## config.mk

```make
export PLATFORM = sky130hd
export DESIGN_NAME = clk_tdc_multi_flat
export DESIGN_NICKNAME = d
export VERILOG_FILES = /design/src/rtl/clk_tdc_multi_pkg.sv /design/src/rtl/clk_tdc_multi_if.sv /design/src/rtl/tdc_channel.sv /design/src/rtl/clk_tdc_multi.sv /design/src/flat_wrapper.sv
export SDC_FILE = /design/constraint.sdc
export NUM_CORES = 1
export LEC_CHECK = 0
export BUFFER_PORTS_ARGS = -buffer_cell sky130_fd_sc_hd__buf_4
export CAP_MARGIN = 30
export CORE_MARGIN = 1
export CORE_UTILIZATION = 55
export CTS_BUF_LIST = sky130_fd_sc_hd__clkbuf_4 sky130_fd_sc_hd__clkbuf_8 sky130_fd_sc_hd__clkbuf_16
export DETAILED_ROUTE_END_ITERATION = 8
export GPL_TIMING_DRIVEN = 0
export PLACE_DENSITY = 0.72
export RECOVER_POWER = 100
export SYNTH_ARGS = -nofsm -noshare
export SYNTH_HDL_FRONTEND = slang
export SYNTH_SLANG_ARGS = --single-unit
```

## constraint.sdc

```tcl
create_clock -name CLK -period 4.8 [get_ports CLK]
set_input_delay 0.48 -clock CLK [delete_from_list [all_inputs] [get_ports CLK]]
set_output_delay 0.48 -clock CLK [all_outputs]
set_load 0.1 [all_outputs]
```

## src/rtl/clk_tdc_multi_pkg.sv

```systemverilog
// Shared types and helpers for the multi-channel clock TDC.
// Edge-mode codes, channel state encoding and a width helper.
package tdc_pkg;

  localparam logic [1:0] EDGE_RISE = 2'b00;
  localparam logic [1:0] EDGE_FALL = 2'b01;
  localparam logic [1:0] EDGE_BOTH = 2'b10;

  typedef enum logic {
    ST_IDLE = 1'b0,
    ST_MEAS = 1'b1
  } ch_state_e;

  function automatic int clog2_min1(input int n);
    return (n <= 2) ? 1 : $clog2(n);
  endfunction

endpackage

```

## src/rtl/clk_tdc_multi_if.sv

```systemverilog
// Result stream of the multi-channel TDC.
// Master drives the result, slave drives OUT_READY.
interface clk_tdc_multi_if #(
  parameter int CNT_W = 21,
  parameter int CH_W  = 2
);

  logic             OUT_VALID;
  logic             OUT_READY;
  logic [CNT_W-1:0] OUT_DATA;
  logic [CH_W-1:0]  OUT_CH;
  logic             OUT_SAT;
  logic             OUT_LOST;

  modport master (
    output OUT_VALID,
    output OUT_DATA,
    output OUT_CH,
    output OUT_SAT,
    output OUT_LOST,
    input  OUT_READY
  );

  modport slave (
    input  OUT_VALID,
    input  OUT_DATA,
    input  OUT_CH,
    input  OUT_SAT,
    input  OUT_LOST,
    output OUT_READY
  );

endinterface

```

## src/rtl/tdc_channel.sv

```systemverilog
// One TDC channel: sync, optional filter, edge detect, counter, holding reg.
// Glitch filter built only when TDC_GLITCH_FILTER_EN is defined.
module tdc_channel
  import tdc_pkg::*;
#(
  parameter int CNT_W       = 21,
  parameter int SYNC_STAGES = 2,
  parameter int FILT_LEN    = 3
) (
  input  logic             clk,
  input  logic             rst_n,
  input  logic             sw_i,
  input  logic [1:0]       edge_mode_i,
  input  logic             sig_i,
  input  logic             grant_i,
  output logic             pend_o,
  output logic [CNT_W-1:0] data_o,
  output logic             sat_o,
  output logic             lost_o
);

  localparam logic [CNT_W-1:0] CNT_MAX = {CNT_W{1'b1}};

  logic [SYNC_STAGES-1:0] sync_q;
  logic                   raw;
  logic                   lvl;
  logic                   prev_q;
  logic                   rise;
  logic                   fall;
  logic                   qual;

  ch_state_e        st_q, st_d;
  logic [CNT_W-1:0] cnt_q, cnt_d;
  logic             sat_q, sat_d;
  logic             cap;

  logic             pend_q, pend_d;
  logic [CNT_W-1:0] hdata_q, hdata_d;
  logic             hsat_q, hsat_d;
  logic             lost_q, lost_d;

  // shift the async pin through the synchroniser chain
  always_ff @(posedge clk or negedge rst_n) begin
    if (!rst_n) sync_q <= '0;
    else        sync_q <= {sync_q[SYNC_STAGES-2:0], sig_i};
  end

  assign raw = sync_q[SYNC_STAGES-1];

`ifdef TDC_GLITCH_FILTER_EN
  localparam int FW = $clog2(FILT_LEN + 1);

  logic [FW-1:0] fcnt_q, fcnt_d;
  logic          filt_q, filt_d;

  // follow raw only after FILT_LEN cycles of a steady new level
  always_comb begin
    fcnt_d = '0;
    filt_d = filt_q;
    if (raw != filt_q) begin
      if (fcnt_q == FW'(FILT_LEN - 1)) filt_d = raw;
      else                             fcnt_d = fcnt_q + 1'b1;
    end
  end

  // filter state
  always_ff @(posedge clk or negedge rst_n) begin
    if (!rst_n) begin
      fcnt_q <= '0;
      filt_q <= 1'b0;
    end else begin
      fcnt_q <= fcnt_d;
      filt_q <= filt_d;
    end
  end

  assign lvl = filt_q;
`else
  logic unused_filt;
  assign unused_filt = ^FILT_LEN;
  assign lvl = raw;
`endif

  // one-cycle delay of the level for edge detection
  always_ff @(posedge clk or negedge rst_n) begin
    if (!rst_n) prev_q <= 1'b0;
    else        prev_q <= lvl;
  end

  assign rise = lvl & ~prev_q;
  assign fall = ~lvl & prev_q;

  // qualify the edge; the reserved code behaves as rising
  always_comb begin
    qual = rise;
    unique case (1'b1)
      (edge_mode_i == EDGE_FALL): qual = fall;
      (edge_mode_i == EDGE_BOTH): qual = rise | fall;
      default:                    qual = rise;
    endcase
  end

  // channel FSM and saturating interval counter
  always_comb begin
    st_d  = st_q;
    cnt_d = cnt_q;
    sat_d = sat_q;
    cap   = 1'b0;
    if (!sw_i) begin
      st_d  = ST_IDLE;
      cnt_d = '0;
      sat_d = 1'b0;
    end else if (st_q == ST_IDLE) begin
      if (qual) begin
        st_d  = ST_MEAS;
        cnt_d = CNT_W'(1);
        sat_d = 1'b0;
      end
    end else if (qual) begin
      cap   = 1'b1;
      cnt_d = CNT_W'(1);
      sat_d = 1'b0;
    end else if (cnt_q == CNT_MAX) begin
      sat_d = 1'b1;
    end else begin
      cnt_d = cnt_q + 1'b1;
    end
  end

  // FSM and counter state
  always_ff @(posedge clk or negedge rst_n) begin
    if (!rst_n) begin
      st_q  <= ST_IDLE;
      cnt_q <= '0;
      sat_q <= 1'b0;
    end else begin
      st_q  <= st_d;
      cnt_q <= cnt_d;
      sat_q <= sat_d;
    end
  end

  // single-entry holding register; a grant frees it in the same cycle
  always_comb begin
    pend_d  = pend_q;
    hdata_d = hdata_q;
    hsat_d  = hsat_q;
    lost_d  = lost_q;
    if (grant_i) begin
      pend_d = 1'b0;
      lost_d = 1'b0;
    end
    if (cap) begin
      if (pend_q && !grant_i) begin
        lost_d = 1'b1;
      end else begin
        pend_d  = 1'b1;
        hdata_d = cnt_q;
        hsat_d  = sat_q;
      end
    end
  end

  // holding register state
  always_ff @(posedge clk or negedge rst_n) begin
    if (!rst_n) begin
      pend_q  <= 1'b0;
      hdata_q <= '0;
      hsat_q  <= 1'b0;
      lost_q  <= 1'b0;
    end else begin
      pend_q  <= pend_d;
      hdata_q <= hdata_d;
      hsat_q  <= hsat_d;
      lost_q  <= lost_d;
    end
  end

  assign pend_o = pend_q;
  assign data_o = hdata_q;
  assign sat_o  = hsat_q;
  assign lost_o = lost_q;

endmodule

```

## src/rtl/clk_tdc_multi.sv

```systemverilog
// Multi-channel clock TDC: channels, round-robin arbiter, output stage.
// Optional glitch filter per channel via TDC_GLITCH_FILTER_EN.
module clk_tdc_multi
  import tdc_pkg::*;
#(
  parameter int N_CH        = 4,
  parameter int CNT_W       = 21,
  parameter int SYNC_STAGES = 2,
  parameter int FILT_LEN    = 3
) (
  input  logic            CLK,
  input  logic            RST,
  input  logic            SW,
  input  logic [1:0]      EDGE_MODE,
  input  logic [N_CH-1:0] SIG_IN,
  clk_tdc_multi_if.master res
);

  localparam int CH_W = clog2_min1(N_CH);

  logic [N_CH-1:0]  pend;
  logic [CNT_W-1:0] hdata [N_CH];
  logic [N_CH-1:0]  hsat;
  logic [N_CH-1:0]  hlost;
  logic [N_CH-1:0]  grant;

  logic [N_CH-1:0]  hi_m;
  logic [N_CH-1:0]  cand;
  logic [CH_W-1:0]  sel;
  logic             load;

  logic             vld_q, vld_d;
  logic [CNT_W-1:0] data_q, data_d;
  logic [CH_W-1:0]  ch_q, ch_d;
  logic             sat_q, sat_d;
  logic             lost_q, lost_d;
  logic [CH_W-1:0]  ptr_q, ptr_d;

  for (genvar g = 0; g < N_CH; g++) begin : g_ch
    tdc_channel #(
      .CNT_W       (CNT_W),
      .SYNC_STAGES (SYNC_STAGES),
      .FILT_LEN    (FILT_LEN)
    ) u_ch (
      .clk         (CLK),
      .rst_n       (RST),
      .sw_i        (SW),
      .edge_mode_i (EDGE_MODE),
      .sig_i       (SIG_IN[g]),
      .grant_i     (grant[g]),
      .pend_o      (pend[g]),
      .data_o      (hdata[g]),
      .sat_o       (hsat[g]),
      .lost_o      (hlost[g])
    );
  end

  // round-robin pick: lowest pending at or above ptr, else lowest overall
  always_comb begin
    hi_m = '0;
    sel  = '0;
    for (int k = 0; k < N_CH; k++) begin
      if (k >= int'(ptr_q)) hi_m = hi_m | (N_CH'(1) << k);
    end
    cand = (|(pend & hi_m)) ? (pend & hi_m) : pend;
    for (int k = N_CH - 1; k >= 0; k--) begin
      if (|(cand & (N_CH'(1) << k))) sel = CH_W'(k);
    end
  end

  assign load  = (|pend) && (!vld_q || res.OUT_READY);
  assign grant = load ? (N_CH'(1) << sel) : '0;

  // output stage: load a grant, or clear on handshake
  always_comb begin
    vld_d  = vld_q;
    data_d = data_q;
    ch_d   = ch_q;
    sat_d  = sat_q;
    lost_d = lost_q;
    ptr_d  = ptr_q;
    if (load) begin
      vld_d  = 1'b1;
      data_d = hdata[sel];
      ch_d   = sel;
      sat_d  = hsat[sel];
      lost_d = hlost[sel];
      ptr_d  = (int'(sel) == N_CH - 1) ? '0 : sel + 1'b1;
    end else if (vld_q && res.OUT_READY) begin
      vld_d  = 1'b0;
      data_d = '0;
      ch_d   = '0;
      sat_d  = 1'b0;
      lost_d = 1'b0;
    end
  end

  // output registers and arbiter pointer
  always_ff @(posedge CLK or negedge RST) begin
    if (!RST) begin
      vld_q  <= 1'b0;
      data_q <= '0;
      ch_q   <= '0;
      sat_q  <= 1'b0;
      lost_q <= 1'b0;
      ptr_q  <= '0;
    end else begin
      vld_q  <= vld_d;
      data_q <= data_d;
      ch_q   <= ch_d;
      sat_q  <= sat_d;
      lost_q <= lost_d;
      ptr_q  <= ptr_d;
    end
  end

  assign res.OUT_VALID = vld_q;
  assign res.OUT_DATA  = data_q;
  assign res.OUT_CH    = ch_q;
  assign res.OUT_SAT   = sat_q;
  assign res.OUT_LOST  = lost_q;

endmodule

```

## src/flat_wrapper.sv

```systemverilog
// flat-port wrapper written by rule: the top's interface ports become plain ports
module clk_tdc_multi_flat import tdc_pkg::*;
#(
  parameter int N_CH        = 4,
  parameter int CNT_W       = 21,
  parameter int SYNC_STAGES = 2,
  parameter int FILT_LEN    = 3
)
  (CLK, RST, SW, EDGE_MODE, SIG_IN, res_OUT_VALID, res_OUT_DATA, res_OUT_CH, res_OUT_SAT, res_OUT_LOST, res_OUT_READY);
  clk_tdc_multi_if #(.CNT_W(CNT_W), .CH_W(2)) res_i ();
  input  logic CLK;
  input  logic RST;
  input  logic SW;
  input  logic [1:0] EDGE_MODE;
  input  logic [N_CH-1:0] SIG_IN;
  output wire logic [$bits(res_i.OUT_VALID)-1:0] res_OUT_VALID;
  output wire logic [$bits(res_i.OUT_DATA)-1:0] res_OUT_DATA;
  output wire logic [$bits(res_i.OUT_CH)-1:0] res_OUT_CH;
  output wire logic [$bits(res_i.OUT_SAT)-1:0] res_OUT_SAT;
  output wire logic [$bits(res_i.OUT_LOST)-1:0] res_OUT_LOST;
  input wire logic [$bits(res_i.OUT_READY)-1:0] res_OUT_READY;
  assign res_OUT_VALID = res_i.OUT_VALID;
  assign res_OUT_DATA = res_i.OUT_DATA;
  assign res_OUT_CH = res_i.OUT_CH;
  assign res_OUT_SAT = res_i.OUT_SAT;
  assign res_OUT_LOST = res_i.OUT_LOST;
  assign res_i.OUT_READY = res_OUT_READY;
  clk_tdc_multi #(.N_CH(N_CH), .CNT_W(CNT_W), .SYNC_STAGES(SYNC_STAGES), .FILT_LEN(FILT_LEN)) u_core (.CLK(CLK), .RST(RST), .SW(SW), .EDGE_MODE(EDGE_MODE), .SIG_IN(SIG_IN), .res(res_i));
endmodule
```

## Yosys cells after proc, flatten, opt, wreduce, memory -nomap -nowiden

Index checks and enable logic that the tools add are counted.

- Bits in registers: 228
- Bits of input ports: 10
- Logic and storage cells: 238

- Add/sub/neg operators: 5
- $lt $le $gt $ge: 5
- Equal/unequal tests: 19
- Shift-type cells: 1
- Muxes and demuxes: 113
- Bitwise logic cells: 26
- Reduce and logical (&&, ||, !) cells: 27

Operators with widths:

| kind | number |
|---|---|
| 2-to-1 mux 21 bit | 24 |
| adder 21 x 1 -> 21 bit (second input constant) | 4 |
| equality test 21 bit (second input constant) | 4 |
| 2-to-1 mux 1 bit | 71 |
| binary-select mux 21 bit (select 2 bit) | 1 |
| != test 3 x 1 -> 1 bit (second input constant) | 8 |
| AND reduction 2 bit | 12 |
| 2-to-1 mux 2 bit | 8 |
| != test 3 bit (second input constant) | 4 |
| inverter 1 bit | 12 |
| AND 1 bit | 8 |
| 2-to-1 mux 4 bit | 2 |
| case mux 1 bit (2 select lines) | 4 |
| OR reduction 4 bit | 2 |
| logical AND 1 bit | 6 |
| logical NOT 1 bit | 5 |
| AND 4 bit | 1 |
| binary-select mux 1 bit (select 2 bit) | 2 |
| equality test 2 x 1 -> 1 bit (second input constant) | 2 |
| greater-or-equal comparator 1 x 2 -> 1 bit (first input constant) | 2 |
| bitwise OR 1 bit | 4 |
| left shift 1 x 2 -> 4 bit (first input constant) | 1 |
| greater-or-equal comparator 3 bit (second input constant) | 1 |
| < comparator 2 x 3 -> 1 bit (second input constant) | 1 |
| other kinds (7) | 7 |

## Longest topological paths before layout

- Depth after elaboration: 17
- Gate-level depth with buffers: 12
- Mapped depth without buffers: 9

## Modules after synthesis

Synthesis repeated with hierarchy kept, for this count alone.

- Cells, all modules: 963
- Area total of the unflattened synthesis: 11,100.6 µm²

By module, submodules not included:

| module | times used | cells each | area each (µm²) |
|---|---|---|---|
| tdc_channel (u_core.g_ch[0].u_ch ...) | 3 | 197 | 2,269.7 |
| tdc_channel (u_core.g_ch[3].u_ch) | 1 | 204 | 2,328.5 |
| clk_tdc_multi | 1 | 168 | 1,963.1 |

## Worst setup path after synthesis

No wires, ideal clock.

- Path type: reg-to-reg
- Start: register u_core.ptr_q[1]
- End: register u_core.g_ch[3].u_ch.hdata_q[10]
- Library setup time: 128 ps
- Arrival time: 2,472 ps
- Data required time: 4,672 ps
- Slack: 2,201 ps
- Cell stages (with the launch flop): 12
- Clock period less this slack: 2,599 ps
- Cells stage by stage: dfrtp_1 mux2i_1 nor2_1 nor3_1 buf_2 buf_4 ha_1 nand3_1 nand2_1 nand4_1 buf_4 mux2_1

- Cells in the longest elaborated chain, start to end: 17
- Elaborated cells between the ends (all ways): 19
- Those cells by class: order compare (3); shift (1); mux (9); bitwise (2); reduce/logical (4)

RTL lines:

| element | RTL line | source |
|---|---|---|
| start, declared | clk_tdc_multi.sv:37 | `logic [CH_W-1:0] ptr_q, ptr_d;` |
| start signal, assigned | clk_tdc_multi.sv:113 | `ptr_q <= ptr_d;` |
| greater-or-equal comparator 1 x 2 -> 1 bit | clk_tdc_multi.sv:63 | `if (k >= int'(ptr_q)) hi_m = hi_m \| (N_CH'(1) << k);` |
| 2-to-1 mux 1 bit | clk_tdc_multi.sv:63 |  |
| 2-to-1 mux 2 bit | clk_tdc_multi.sv:63 |  |
| 2-to-1 mux 3 bit * | clk_tdc_multi.sv:63 |  |
| AND 4 bit * | clk_tdc_multi.sv:65 | `cand = (\|(pend & hi_m)) ? (pend & hi_m) : pend;` |
| OR reduction 4 bit | clk_tdc_multi.sv:65 |  |
| 2-to-1 mux 4 bit * | clk_tdc_multi.sv:65 |  |
| 2-to-1 mux 2 bit (3 in series) | clk_tdc_multi.sv:67 | `if (\|(cand & (N_CH'(1) << k))) sel = CH_W'(k);` |
| 2-to-1 mux 2 bit * | clk_tdc_multi.sv:67 |  |
| left shift 1 x 2 -> 4 bit * | clk_tdc_multi.sv:72 | `assign grant = load ? (N_CH'(1) << sel) : '0;` |
| 2-to-1 mux 4 bit * | clk_tdc_multi.sv:72 |  |
| logical NOT 1 bit * | tdc_channel.sv:154 | `if (pend_q && !grant_i) begin` |
| logical AND 1 bit * | tdc_channel.sv:154 |  |
| inverter 1 bit (no source line) * | -- |  |
| AND reduction 2 bit (no source line) * | -- |  |
| end signal, assigned | tdc_channel.sv:173 | `hdata_q <= hdata_d;` |
| end, declared | tdc_channel.sv:38 | `logic [CNT_W-1:0] hdata_q, hdata_d;` |

Every way passes the cells marked *; elsewhere a longest branch is shown, timed or not.
A chain may end at the register's enable or synchronous reset.

## Worst setup path in the final report

- Start: register u_core.ptr_q[1]
- End: register u_core.g_ch[3].u_ch.hdata_q[4]

The elaborated chain is that of the path after synthesis.

==> results by stage <==
Timing:
- In the final timing run, aggregate negative setup slack is 0 ns.
- The max-slew violation count was 112.
- Setup repair after global routing left no endpoint under its margin.
- The post-route fraction of the period consumed by the critical path is 81.1%.
- The total setup violations reported at the end of the flow is 0.
- The hold violation total from the final report came to 0.
- The clock period could shrink to 3.89 ns.
- The transition at the pin with the smallest max-transition slack is 2.79 ns.
- Headroom to the max-slew limit came out at -86.1%.
- Timing would allow up to 257 MHz.
- The setup skew after layout is 0.0135 ns.

Die:
- The number of top-level design ports is 36.
- The floorplan has 50 rows.
- In this run the standard cell core region covers 19000 um^2.
- The floorplan step defined a die boundary enclosing 20100 um^2.
- The initial utilization of the core area, before any placement, comes to 56.7%.
- In this run the horizontal extent of the chip is 142 um.
- The floorplan step set the die height to 142 um.

Power and ir drop:
- The analysis attributes to cell leakage a power of 5.59 nW.
- IR analysis of the VDD net gives a maximum drop of 0.000474 V.
- In this run the power density over the cells is 446 nW/um^2.
- Power comes to 5.44 mW.

Routing:
- The number of design-rule violations left by the first detailed-router iteration is 543.
- The average detailed-routed wire length per instance is 19.7 um.
- The count of TritonRoute iterations in the first routing pass is 5.
- The wire length reported by the detailed router is 25.7 mm.
- Using the TritonRoute via totals, the vias-per-cell ratio works out to 6.01.
- The remaining number of nets flagged by the antenna check after routing is 0.
- The post-route DRC violation count is 0.
- The via count is 7844.

CTS:
- The clock passes through at most 3 buffers.
- CTS built an H-tree with a depth of 1.
- The count of instances resized after the clock tree is built is 0.
- The clock root buffer master is sky130_fd_sc_hd__clkbuf_16.
- For the worst-skew pair, the clock arrives at the later sink with an insertion delay of 0.52 ns.
- TritonCTS created 24 clock buffers.
- Post-CTS timing repair inserted 0 buffers for setup.
- The clock net in this run drives a total of 228 sinks.
- The number of buffers inserted by hold repair at cts is 0.
- TritonCTS built the clock tree.
- After clock tree synthesis, the clock-pin slew on the worst setup and hold paths is 0.06 ns.

GRT:
- The number of antenna violations at the first check in global routing is 0.
- The global-route total usage across every layer is 26.6%.
- The total congestion overflow after global routing is 0.
- Entering global routing, the biggest net connects 118 pins.
- The number of global-route vias before repair was 7565.
- The first global-routing pass estimated 41.5 mm of wire.

Synthesis:
- The part of the Yosys area used for sequential elements is 53.0%.
- The number of different library cells used by synthesis comes to 54.
- Averaged over all synthesized cells, the footprint is 11.1 um^2.
- The number of instances in the synthesized netlist is 966.
- The number of nets in the synthesized netlist is 994.
- In the synthesized netlist the async set-or-reset flop fraction comes to 100%.
- In the synthesized netlist the dominant register cell turns out to be sky130_fd_sc_hd__dfrtp_1.
- The number of warnings reported in the yosys synthesis log is 0.
- The total of flip-flops plus latches after synthesis is 228.
- The number of enable flip-flop cells after synthesis is 0.
- The summed instance area of the synthesized netlist is 10800 um^2.

Worst setup path:
- The worst setup path is launched from a flop.
- At the worst endpoint, the arrival time is 4.29 ns.
- The endpoint identified for the worst register-to-register timing path is u_core.g_ch[3].u_ch.data_o[4].
- Setup slack on the worst reg-to-reg path comes out at 0.91 ns.
- The worst setup path is captured at a flop.
- The worst setup path is of the flop to flop kind.
- The reg-to-reg startpoint is u_core.ptr_q[1].
- The required time reported for the critical path endpoint is 5.20 ns.
- Counting cells, the worst reg-to-reg path comes to 11.
- Along the worst path, the maximum fanout reaches 11.

Run status:
- The final reports fail on capacitance limit, slew limit.
- The flow ran to the end, but the final reports show violations.

Cells and area:
- After the last flow step, the layout net total stands at 1056.
- The antenna diode instance count is 0.
- Of the cells placed in the final design, the portion with a size suffix greater than 1 is 7.07%.
- The area added between synthesis and finish is 13.6%.

Placed design:
- The port buffer count is 35.
- The HPWL reported at the end of detailed placement is 18.2 mm.
- The placer congestion estimate is 0.850.

Run:
- Max-cap violations in this run came to 1.

Min path:
- The path with the worst hold slack has its endpoint at u_core.g_ch[2].u_ch.sync_q[0].
- The class of the worst hold path is input pin to flop.
- Along the worst hold path, the cell count comes to 1.
- The launch point of the worst hold path is SIG_IN[2].
==> synthesized netlist by cell type, types with 2 or more instances <==
cell	count	area share, %
sky130_fd_sc_hd__o211ai_1	11	0.77
sky130_fd_sc_hd__nand2b_1	8	0.47
sky130_fd_sc_hd__buf_4	10	0.70
sky130_fd_sc_hd__xnor2_1	19	1.5
sky130_fd_sc_hd__a21boi_1	2	0.14
sky130_fd_sc_hd__inv_2	3	0.10
sky130_fd_sc_hd__or3_1	22	1.3
sky130_fd_sc_hd__nor2b_1	3	0.17
sky130_fd_sc_hd__o21ai_1	11	0.51
sky130_fd_sc_hd__nand4_1	23	1.3
sky130_fd_sc_hd__mux2_1	88	9.2
sky130_fd_sc_hd__a41oi_1	7	0.57
sky130_fd_sc_hd__buf_2	18	0.84
sky130_fd_sc_hd__and2_1	6	0.35
sky130_fd_sc_hd__and3_1	22	1.3
sky130_fd_sc_hd__mux2i_1	50	4.7
sky130_fd_sc_hd__nor3_1	11	0.51
sky130_fd_sc_hd__o2111ai_1	3	0.24
sky130_fd_sc_hd__dfrtp_1	228	53
sky130_fd_sc_hd__clkbuf_1	28	0.98
sky130_fd_sc_hd__o21ai_0	14	0.65
sky130_fd_sc_hd__or4_1	11	0.77
sky130_fd_sc_hd__nand3_1	36	1.7
sky130_fd_sc_hd__xor2_1	19	1.5
sky130_fd_sc_hd__inv_1	20	0.70
sky130_fd_sc_hd__o31a_1	3	0.24
sky130_fd_sc_hd__o221ai_1	23	1.9
sky130_fd_sc_hd__o21a_1	6	0.42
sky130_fd_sc_hd__and4_1	13	1.1
sky130_fd_sc_hd__nand2_1	85	3.0
sky130_fd_sc_hd__nor2_1	60	2.1
sky130_fd_sc_hd__a21oi_1	37	1.7
sky130_fd_sc_hd__nor4_1	6	0.35
sky130_fd_sc_hd__a211oi_1	5	0.35
sky130_fd_sc_hd__o31ai_1	5	0.35
sky130_fd_sc_hd__or2_1	2	0.12
sky130_fd_sc_hd__ha_1	18	2.1
sky130_fd_sc_hd__a31oi_1	13	0.76
sky130_fd_sc_hd__o41ai_1	2	0.16
==> per-stage QoR <==
| step | instances | util [%] | worst slack (ns) | area, um^2 | hold slack [ns] |
|---|---|---|---|---|---|
| 3_3_place_gp | 1261 | 59.8 | 1.49 | 11300 | 0.335 |
| 5_1_grt | 1306 | 64.4 | 0.583 | 12200 | 0.0841 |
| 2_1_floorplan | 966 | - | 2.20 | 10800 | 0.184 |
| 4_1_cts | 1306 | 65.2 | 1.36 | 12400 | 0.0516 |
| 3_5_place_dp | 1262 | 60.0 | 1.44 | 11400 | 0.335 |
| 6_report | 1306 | 64.4 | 0.907 | 12200 | 0.0920 |
==> worst max-delay path by stage <==
stage	slack, ns	to	from
floorplan	2.20	u_core.g_ch[3].u_ch.data_o[10]	u_core.ptr_q[1]
global placement	1.49	u_core.g_ch[3].u_ch.data_o[2]	u_core.ptr_q[1]
detailed placement	1.44	u_core.g_ch[3].u_ch.data_o[15]	u_core.ptr_q[1]
CTS	1.36	u_core.g_ch[3].u_ch.data_o[3]	u_core.ptr_q[1]
global route	0.58	u_core.g_ch[3].u_ch.data_o[3]	u_core.ptr_q[1]
finish	0.91	u_core.g_ch[3].u_ch.data_o[4]	u_core.ptr_q[1]
==> worst max-delay path: stages (launching register included) <==
cell and delay (ns):
sky130_fd_sc_hd__dfrtp_1 0.46, sky130_fd_sc_hd__mux2i_1 0.26, sky130_fd_sc_hd__nor2_1 0.06, sky130_fd_sc_hd__nor3_1 0.51
sky130_fd_sc_hd__clkbuf_1 0.63, sky130_fd_sc_hd__buf_4 0.37, sky130_fd_sc_hd__ha_1 0.22, sky130_fd_sc_hd__nand3_1 0.08
sky130_fd_sc_hd__nand2_1 0.12, sky130_fd_sc_hd__nand4_1 0.25, sky130_fd_sc_hd__clkbuf_1 0.40, sky130_fd_sc_hd__mux2_1 0.41
==> layout make-up <==
type | count | area [um^2]
Buffer | 56 | 240
Clock buffer | 33 | 723
Clock inverter | 11 | 255
Fill cell | 1524 | 6740
Inverter | 23 | 86.3
Multi-Input combinational cell | 659 | 4690
Sequential cell | 228 | 5710
Tap cell | 260 | 325
Timing Repair Buffer | 36 | 190
==> kinds of logic after synthesis <==
group | Yosys count | synth area share [%]
flip-flops | 228 | 53.0
AND/OR/NAND/NOR | 315 | 15.1
XOR/XNOR | 38 | 3.09
multiplexers | 138 | 13.9
buffers and inverters | 79 | 3.32
adder cells (fa/ha/maj) | 18 | 2.09
AO/OA/AOI/OAI | 150 | 9.49
==> routing by layer <==
metal  part of all wire (%)  vias to the layer above  GRT usage, %
li1                       -                     3645             -
met5                      0                        -             0
met3                    4.6                       40          3.07
met1                     48                     3946          39.9
met2                     46                      213          41.5
met4                    2.2                        0          6.62
==> registers in the layout, indices dropped and copies added (netlist names) <==
signal                   count
u_core.g_ch.u_ch.cnt_q      84
u_core.res.OUT_VALID         1
u_core.g_ch.u_ch.lost_o      4
u_core.g_ch.u_ch.sat_o       4
u_core.res.OUT_CH            2
u_core.g_ch.u_ch.st_q        4
u_core.res.OUT_LOST          1
u_core.g_ch.u_ch.pend_o      4
u_core.res.OUT_DATA         21
u_core.ptr_q                 2
u_core.g_ch.u_ch.data_o     84
u_core.res.OUT_SAT           1
u_core.g_ch.u_ch.sync_q      8
u_core.g_ch.u_ch.sat_q       4
u_core.g_ch.u_ch.prev_q      4
==> layout by cell type (no fill, tap or decap), drive strengths merged, types with 3 or more instances in the layout <==
cell type,netlist,layout
a211oi,5,5
a21oi,37,37
a31oi,13,13
a41oi,7,7
and2,6,6
and3,22,22
and4,14,14
buf,28,19
bufinv,0,8
clkbuf,28,106
clkinv,0,3
dfrtp,228,228
ha,18,18
inv,23,23
mux2,88,88
mux2i,50,50
nand2,85,85
nand2b,8,8
nand3,36,36
nand4,24,24
nor2,60,60
nor2b,3,3
nor3,11,11
nor4,7,7
o2111ai,3,3
o211ai,11,11
o21a,6,6
o21ai,25,25
o221ai,23,23
o31a,3,3
o31ai,5,5
or2,4,4
or3,22,22
or4,11,11
xnor2,19,19
xor2,19,19
==> power breakdown <==
| group | total [mW] | internal, mW | switching [mW] |
|---|---|---|---|
| Clock | 2.25 | 1.48 | 0.769 |
| Sequential | 2.11 | 2.02 | 0.0949 |
| Combinational | 1.08 | 0.333 | 0.748 |
| Total | 5.44 | 3.83 | 1.61 |
(Power assumes the default switching activity.)
